==> src/rtl/seq_pattern_tx.sv <==
// seq_pattern_tx: serialises the low len bits of a latched pattern MSB-first on w,
// repeating it reps times (0 = until stop) with GAP idle cycles between copies.
// Moore FSM: every output is a register updated together with the state.
module seq_pattern_tx #(
    parameter int unsigned WIDTH = 8,
    parameter int unsigned REPW  = 4,
    parameter int unsigned GAP   = 0
) (
    input  logic                       Clock,
    input  logic                       reset,
    input  logic                       start,
    input  logic                       stop,
    input  logic [WIDTH-1:0]           pattern,
    input  logic [$clog2(WIDTH+1)-1:0] len,
    input  logic [REPW-1:0]            reps,
    output logic                       w,
    output logic                       valid,
    output logic                       busy,
    output logic                       done,
    output logic                       err
);

    localparam int unsigned LW = $clog2(WIDTH + 1);
    localparam int unsigned IW = (WIDTH > 1) ? $clog2(WIDTH) : 1;
    // Gap counter runs 0..GAP-1; keep at least one bit so GAP=0 still elaborates.
    localparam int unsigned GW = (GAP > 1) ? $clog2(GAP) : 1;

    localparam logic [GW-1:0] GapLast = GW'((GAP > 0) ? GAP - 1 : 0);
    localparam logic [REPW:0] RepOne  = (REPW + 1)'(1);

    typedef enum logic [1:0] {
        StIdle  = 2'b00,
        StShift = 2'b01,
        StGapw  = 2'b11,
        StDone  = 2'b10
    } state_e;

    state_e            state_q, state_d;
    logic [WIDTH-1:0]  pat_q, pat_d;
    logic [LW-1:0]     len_q, len_d;
    logic [REPW-1:0]   reps_q, reps_d;
    logic [LW-1:0]     idx_q, idx_d;
    logic [REPW-1:0]   rep_cnt_q, rep_cnt_d;
    logic [GW-1:0]     gap_cnt_q, gap_cnt_d;
    logic              w_q, w_d;
    logic              valid_q, valid_d;
    logic              busy_q, busy_d;
    logic              done_q, done_d;
    logic              err_q, err_d;

    logic              len_ok;
    logic              last_bit;
    logic              more_reps;
    logic [IW-1:0]     first_sel;
    logic [IW-1:0]     restart_sel;
    logic [IW-1:0]     next_sel;

    // Decode helpers: legality of the requested length, bit positions, repeat status.
    always_comb begin
        len_ok      = (len != '0) && (len <= LW'(WIDTH));
        first_sel   = IW'(len - LW'(1));
        restart_sel = IW'(len_q - LW'(1));
        // Position of the bit after the one now on w: len-1-(idx+1).
        next_sel    = IW'(len_q - idx_q - LW'(2));
        last_bit    = (idx_q == (len_q - LW'(1)));
        // reps=0 never terminates; the counter is frozen then so it cannot wrap.
        more_reps   = (reps_q == '0) || (({1'b0, rep_cnt_q} + RepOne) < {1'b0, reps_q});
    end

    // Next-state and next-output logic; outputs describe the cycle after the edge.
    always_comb begin
        state_d   = state_q;
        pat_d     = pat_q;
        len_d     = len_q;
        reps_d    = reps_q;
        idx_d     = idx_q;
        rep_cnt_d = rep_cnt_q;
        gap_cnt_d = gap_cnt_q;
        w_d       = 1'b0;
        valid_d   = 1'b0;
        busy_d    = 1'b0;
        done_d    = 1'b0;
        err_d     = 1'b0;

        case (state_q)
            StIdle: begin
                // stop has priority: a simultaneous start is dropped silently.
                if (start && !stop) begin
                    if (len_ok) begin
                        state_d   = StShift;
                        pat_d     = pattern;
                        len_d     = len;
                        reps_d    = reps;
                        idx_d     = '0;
                        rep_cnt_d = '0;
                        gap_cnt_d = '0;
                        w_d       = pattern[first_sel];
                        valid_d   = 1'b1;
                        busy_d    = 1'b1;
                    end else begin
                        err_d = 1'b1;
                    end
                end
            end

            StShift: begin
                if (stop) begin
                    state_d = StIdle;
                end else if (last_bit) begin
                    if (reps_q != '0) begin
                        rep_cnt_d = rep_cnt_q + REPW'(1);
                    end
                    if (!more_reps) begin
                        state_d = StDone;
                        done_d  = 1'b1;
                    end else if (GAP > 0) begin
                        state_d   = StGapw;
                        gap_cnt_d = '0;
                        busy_d    = 1'b1;
                    end else begin
                        // Back-to-back copy: first bit follows the last with no hole.
                        idx_d   = '0;
                        w_d     = pat_q[restart_sel];
                        valid_d = 1'b1;
                        busy_d  = 1'b1;
                    end
                end else begin
                    idx_d   = idx_q + LW'(1);
                    w_d     = pat_q[next_sel];
                    valid_d = 1'b1;
                    busy_d  = 1'b1;
                end
            end

            StGapw: begin
                if (stop) begin
                    state_d = StIdle;
                end else if (gap_cnt_q == GapLast) begin
                    state_d = StShift;
                    idx_d   = '0;
                    w_d     = pat_q[restart_sel];
                    valid_d = 1'b1;
                    busy_d  = 1'b1;
                end else begin
                    gap_cnt_d = gap_cnt_q + GW'(1);
                    busy_d    = 1'b1;
                end
            end

            StDone: begin
                state_d = StIdle;
            end

            default: begin
                state_d = StIdle;
            end
        endcase
    end

    // State, latched request and registered outputs; reset clears everything at once.
    always_ff @(posedge Clock or posedge reset) begin
        if (reset) begin
            state_q   <= StIdle;
            pat_q     <= '0;
            len_q     <= '0;
            reps_q    <= '0;
            idx_q     <= '0;
            rep_cnt_q <= '0;
            gap_cnt_q <= '0;
            w_q       <= 1'b0;
            valid_q   <= 1'b0;
            busy_q    <= 1'b0;
            done_q    <= 1'b0;
            err_q     <= 1'b0;
        end else begin
            state_q   <= state_d;
            pat_q     <= pat_d;
            len_q     <= len_d;
            reps_q    <= reps_d;
            idx_q     <= idx_d;
            rep_cnt_q <= rep_cnt_d;
            gap_cnt_q <= gap_cnt_d;
            w_q       <= w_d;
            valid_q   <= valid_d;
            busy_q    <= busy_d;
            done_q    <= done_d;
            err_q     <= err_d;
        end
    end

    assign w     = w_q;
    assign valid = valid_q;
    assign busy  = busy_q;
    assign done  = done_q;
    assign err   = err_q;

endmodule

==> config.mk <==
export PLATFORM = sky130hd
export DESIGN_NAME = seq_pattern_tx
export DESIGN_NICKNAME = d
export VERILOG_FILES = /design/src/rtl/seq_pattern_tx.sv
export SDC_FILE = /design/constraint.sdc
export NUM_CORES = 1
export LEC_CHECK = 0
export BUFFER_PORTS_ARGS = -buffer_cell sky130_fd_sc_hd__buf_2
export CAP_MARGIN = 20
export CELL_PAD_IN_SITES_DETAIL_PLACEMENT = 1
export CELL_PAD_IN_SITES_GLOBAL_PLACEMENT = 1
export CORE_ASPECT_RATIO = 1.75
export CORE_MARGIN = 2
export CORE_UTILIZATION = 42
export CTS_BUF_LIST = sky130_fd_sc_hd__clkbuf_8
export CTS_CLUSTER_SIZE = 14
export DETAILED_ROUTE_END_ITERATION = 8
export PLACE_DENSITY_LB_ADDON = 0.1
export SLEW_MARGIN = 25
export SYNTH_ARGS = -nofsm -noshare
export SYNTH_HDL_FRONTEND = slang
export SYNTH_SLANG_ARGS = --single-unit
==> constraint.sdc <==
create_clock -name Clock -period 2.2 [get_ports Clock]
set_input_delay 0 -clock Clock [delete_from_list [all_inputs] [get_ports Clock]]
set_output_delay 0 -clock Clock [all_outputs]
set_load 0.01 [all_outputs]
==> results of run 1 <==
-- worst max-delay path: stages (launching register included) --
cell	delay [ns]
dfrtp_1	0.38
inv_1	0.12
ha_2	0.23
xor3_1	0.35
nor3_4	0.20
nand2_2	0.09
o41a_4	0.49
o211ai_2	0.15
-- sequential cells by signal (all words and copies together) (netlist names) --
register and count:
state_q 2, rep_cnt_q 4, reps_q 4, w 1, idx_q 4, len_q 4, done 1, pat_q 8
err 1, busy 1
-- layout make-up --
| class | instances | area (µm²) | area share, % |
|---|---|---|---|
| well taps | 49 | 61.3 | 2.62 |
| multi-input cells | 129 | 1000 | 42.9 |
| inverters | 17 | 63.8 | 2.73 |
| clock buffers | 8 | 110 | 4.71 |
| flip-flops and latches | 30 | 751 | 32.1 |
| repair buffers | 49 | 350 | 15.0 |
-- metal layers --
layer	global-route usage (%)	vias to the layer above	share of wire, %
li1	-	718	-
met1	22.4	746	37
met2	40.2	32	58
met3	4.61	8	3.1
met4	8.12	0	1.7
met5	0	-	0
-- worst min-delay path by stage --
stage          startpoint         to  slack (ns)
4_1_cts              stop        err        0.05
5_1_grt              stop        err        0.07
6_report             stop        err        0.05
3_5_place_dp        reset  reps_q[0]        0.11
3_3_place_gp        reset  reps_q[0]        0.09
2_1_floorplan       reset       busy        0.09
-- layout by cell type (no fill, tap or decap), types with 6 or more instances in the layout --
cell / Yosys / routed
nand2_1: 45 / 45
dfrtp_1: 30 / 30
buf_2: 2 / 24
inv_1: 17 / 17
dlygate4sd3_1: 0 / 17
ha_1: 11 / 9
clkbuf_8: 0 / 8
buf_4: 1 / 8
xnor2_1: 6 / 6
mux4_2: 6 / 6
-- per-stage QoR --
step	util [%]	hold slack (ns)	std cells	cell area, µm²
after floorplan	-	0.0908	181	1820
after global placement	49.2	0.0918	257	2040
after detailed placement	49.2	0.112	257	2040
after CTS	56.1	0.0491	282	2330
after global routing	56.4	0.0667	282	2340
final	56.4	0.0499	282	2340
-- power by group through the flow --
stage / Combinational, µW / Clock (µW) / Sequential, µW
2_1_floorplan: 728 / 0 / 774
3_3_place_gp: 908 / 0 / 790
3_5_place_dp: 935 / 0 / 802
4_1_cts: 975 / 539 / 794
5_1_grt: 1070 / 566 / 811
6_report: 974 / 529 / 794
-- repair_timing --
action,CTS,global route
hold buffers,17,0
endpoints found under the hold margin,46,0
gates resized for setup,2,4
endpoints found under the setup margin,4,7
-- cell families after synthesis --
family,Yosys count
AND/OR/NAND/NOR,69
buffers and inverters,22
flip-flops,30
AO/OA/AOI/OAI,25
XOR/XNOR,12
multiplexers,12
adder cells (fa/ha/maj),11
==> flow_summary.toml, run 1 <==
[run_status]
outcome = "completed"

[yosys]
synth_top_area_share_pct = 41.2
synthAdderAreaFrac_pct = 7.54
yosysMostFrequentCell = "nand2_1"
ys_seq_elements = 30
synth_area_leader_cell = "dfrtp_1"
synthSimpleGateAreaFrac_pct = 17.5
postSynth.topFlopCell = "dfrtp_1"
ys_seq_area_share_pct = 41.2
netlist_instances = 181
avgSynthCellArea_um2 = 10.1
synth_fp_nets = 212
ys.warnings.count = 0
syn_area_mm2 = 0.00182
yosysUniqueCellTypes = 43
synth_mux_area_share_pct = 11.5
synth-xor-area-share_pct = 7.00
synth-async-reset-ratio_pct = 100
synth.area.top_cells = "dfrtp_1 41%, nand2_1 9.3%, ha_1 7.5%"
synth-compound-area-share_pct = 10.5
synth_edf_count = 0
synth_top_family_by_area = "simple AND/OR/NAND/NOR gates"
synth_common_cells = "45 x nand2_1, 30 x dfrtp_1, 17 x inv_1"

[clock_network]
clockBufferDepth = 2
clk_pin_slew_worst_paths_ns = 0.07
cts_sinks = 30
htreeDepth = 2
numCtsBuffers = 5
insertion_delay_ns = 0.28
cts_setup_buffers = 0
cts_tree = "done"
root_buffer = "clkbuf_8"

[power_and_ir_drop]
pwr-share-comb_pct = 42.4
power.density_mw_per_mm2 = 982
vdd_drop_max_mv = 0.504
switchingPower_uw = 807
p_leak_uw = 0.00113
switching_share_pct = 35.1
clockPowerShare_pct = 23.0
p_int_uw = 1490
power_uw = 2300
p_seq_share_pct = 34.6

[final_layout]
diodes = 0
nets = 263
fillers = 468
layout-drive-gt1-share_pct = 26.2
syn_to_final_growth_pct = 28.3

[setup_path]
cp-start-kind = "flop"
worstSetupStartpoint = "len_q[0]"
rrSetupSlack_ns = 0.11
r2r_start = "len_q[0]"
rr_worst_depth = 7
endpoint = "idx_q[2]"
cp.arrival_ns = 2.30
path_max_fanout = 5
cp.required_ns = 2.41
endpoint_kind = "flop"
worstSetupPathType = "reg -> reg"
timing.rr.end = "idx_q[2]"

[global_route]
grt_pass1_vias = 1706
grt_pass1_wl_um = 7830
antenna_found_initial = 0
overflow = 0
grt_start_max_net_pins = 31
grt_usage_pct = 21.9

[min_path]
worstHoldPathType = "in -> reg"
hold_path_depth = 3

[timing]
slew_headroom_pct = 61.9
tns_ns = 0
hold_violations = 0
fin_crit_sh_pct = 94.9
clock_skew_ns = 0.00470
fin_ws_ns = 0.111
setup_violations = 0
clock.fmax_ghz = 0.479
period_minus_slack_ns = 2.09
tightestPinTransition_ns = 0.564
maxSlewViolCount = 0

[job]
max_cap_viol_count = 0

[routing]
drc = 0
num_vias = 1504
initialDrtViolationCount = 28
wl_per_cell_um = 16.5
ant_nets = 0
firstDrtPassIters = 4
drt_wl_total_um = 4650
via_per_inst = 5.33

[floorplan]
core_mm2 = 0.00415
die_area_mm2 = 0.00491
die_h_um = 91.2
io_pins = 25
start_util_pct = 44.0
num_rows = 31
die_w_um = 53.8

[placed_design]
hpwlAfterDp_um = 3450
dp_slack_ns = -0.0234
io_buffers = 24
place_congestion = 0.833
Note: power is estimated with default switching activity, not from simulation.
==> run 2, diff against run 1 <==
- PLACE_DENSITY_LB_ADDON: 0.1 -> 0.08
==> run 2 against run 1 <==
Clock-buffer cell count down 2. Global-route usage about the same. First-iteration DRC count down 61%.
==> flow_summary.toml, run 2 (synthesis results as in run 1) <==
[power_and_ir_drop]
p_leak_uw = 0.00113
power.density_mw_per_mm2 = 978
vdd_drop_max_mv = 0.652

[setup_path]
cp-start-kind = "flop"
slowest_delay_ns = 0.42
cp.arrival_ns = 2.30
endpoint_kind = "flop"
worstSetupPathType = "reg -> reg"
worstSetupStartpoint = "rep_cnt_q[0]"
r2r_start = "rep_cnt_q[0]"
cp.required_ns = 2.40
critPathTopFamily = "compound AO/OA/AOI/OAI gates"
slowest_stage = "dfrtp_1"
path_max_fanout = 5
worstPathCellList = "ha_2 > xor2_1 > ha_1 > nand2_1 > o21ai_2 > a31oi_2 > o41a_4 > o211ai_2"
path_buf_inv = 0

[final_layout]
syn_to_final_growth_pct = 27.9
mostFrequentLayoutCell = "nand2_1"
fin_area_mm2 = 0.00233
layout-drive-gt1-share_pct = 26.9
nets = 264
regMostFlops = "pat_q"
largest_register_ffs = 8
layoutNonFillerInstCount = 283
final_cell_mix = "45 x nand2_1, 30 x dfrtp_1, 24 x buf_2"
layout.area.seq_um2 = 751
multi_input_area_mm2 = 0.00101
fillers = 484
diodes = 0

[routing]
route.met3.wl_um = 158
wl_met2_um = 2640
drc = 0
num_vias = 1521
wl_met1_um = 1620
via_per_inst = 5.37
drt_wl_total_um = 4580
wl_per_cell_um = 16.2
initialDrtViolationCount = 11
ant_nets = 0
top_layer_used = "met4"
firstDrtPassIters = 4

[timing]
rsz0062_at_grt = "no"
period_minus_slack_ns = 2.10
clock_skew_ns = 0.0132
slew_headroom_pct = 58.9
fin_crit_sh_pct = 95.3
setup_violations = 0
hold_violations = 0
maxSlewViolCount = 0
tns_ns = 0
fin_ws_ns = 0.103
clock.fmax_ghz = 0.477
tightestPinTransition_ns = 0.607

[floorplan]
die_h_um = 91.2
num_rows = 31
die_area_mm2 = 0.00491
die_w_um = 53.8
core_mm2 = 0.00415
io_pins = 25
start_util_pct = 44.0

[placed_design]
place_congestion = 0.821
dp_slack_ns = -0.00414
postPlaceCellArea_mm2 = 0.00204
io_buffers = 24
hpwlAfterDp_um = 3410
placed_cells = 257

[global_route]
grt_pass1_vias = 1702
grt_start_max_net_pins = 31
grt_usage_pct = 21.8
grt_pass1_wl_um = 7740
antenna_found_initial = 0
overflow = 0

[min_path]
worstHoldPathType = "in -> reg"
min_from = "len[0]"

[clock_network]
clockBufferDepth = 2
insertion_delay_ns = 0.29
numCtsBuffers = 5
root_buffer = "clkbuf_8"
clk_pin_slew_worst_paths_ns = 0.07
cts_sinks = 30
htreeDepth = 2
cts_tree = "done"

[run_status]
outcome = "completed"

[job]
max_cap_viol_count = 0
run 2: changes by cell type in the layout (fill, tap and decap cells not counted), sizes merged:
cell and delta:
buf +2, clkbuf -2, clkinv +1, dlygate4sd3 -1, inv +1
run 2: repair_timing:
item / CTS / global route
gates resized for setup: 2 / 6
endpoints found under the hold margin: 45 / 0
setup endpoints to repair: 3 / 7
buffers inserted: 0 / 2
pin swaps: 0 / 2
hold buffers: 16 / 0
run 2: worst paths after layout:
kind / endpoint / slack [ns] / depth (start not counted)
min in group asynchronous: rep_cnt_q[1] / 0.33 / 4
worst max register to register: idx_q[2] / 0.10 / 8
worst max-delay path: idx_q[2] / 0.10 / 8
worst min register to register: len_q[3] / 0.50 / 2
worst min-delay path: len_q[0] / 0.02 / 3
max in group asynchronous: len_q[2] / 1.57 / 4
run 2: worst min-delay path, delay by kind of cell:
kind / cells / cell delay (ns)
AOI/OAI and AO/OA: 1 / 0.06
buffers and inverters: 1 / 0.13
and+or+nand+nor: 1 / 0.07
run 2: cell type report:
| type | count | share of cell area (%) |
|---|---|---|
| multi-input cells | 129 | 43.3 |
| flip-flops and latches | 30 | 32.2 |
| repair buffers | 50 | 15.2 |
| clock buffers | 6 | 3.54 |
| inverters | 17 | 2.73 |
| well taps | 49 | 2.63 |
| clock inverters | 2 | 0.375 |
run 2: power by group:
| group | switching [µW] | internal (µW) |
|---|---|---|
| combinational | 514 | 533 |
| sequential | 104 | 676 |
| clock | 207 | 247 |
run 2: through the flow:
stage               total power [µW]  util (%)  hold slack [ns]
floorplan                       1500         -           0.0908
global placement                1730      49.2           0.0921
detailed placement              1760      49.2            0.105
CTS                             2260      55.4           0.0157
global route                    2450      56.2           0.0365
finish                          2280      56.2           0.0232
run 2: per-layer routing:
layer,track usage [%],up-vias
met5,0,-
met4,9.40,0
met3,4.93,14
met2,39.7,36
met1,22.0,751
li1,-,720
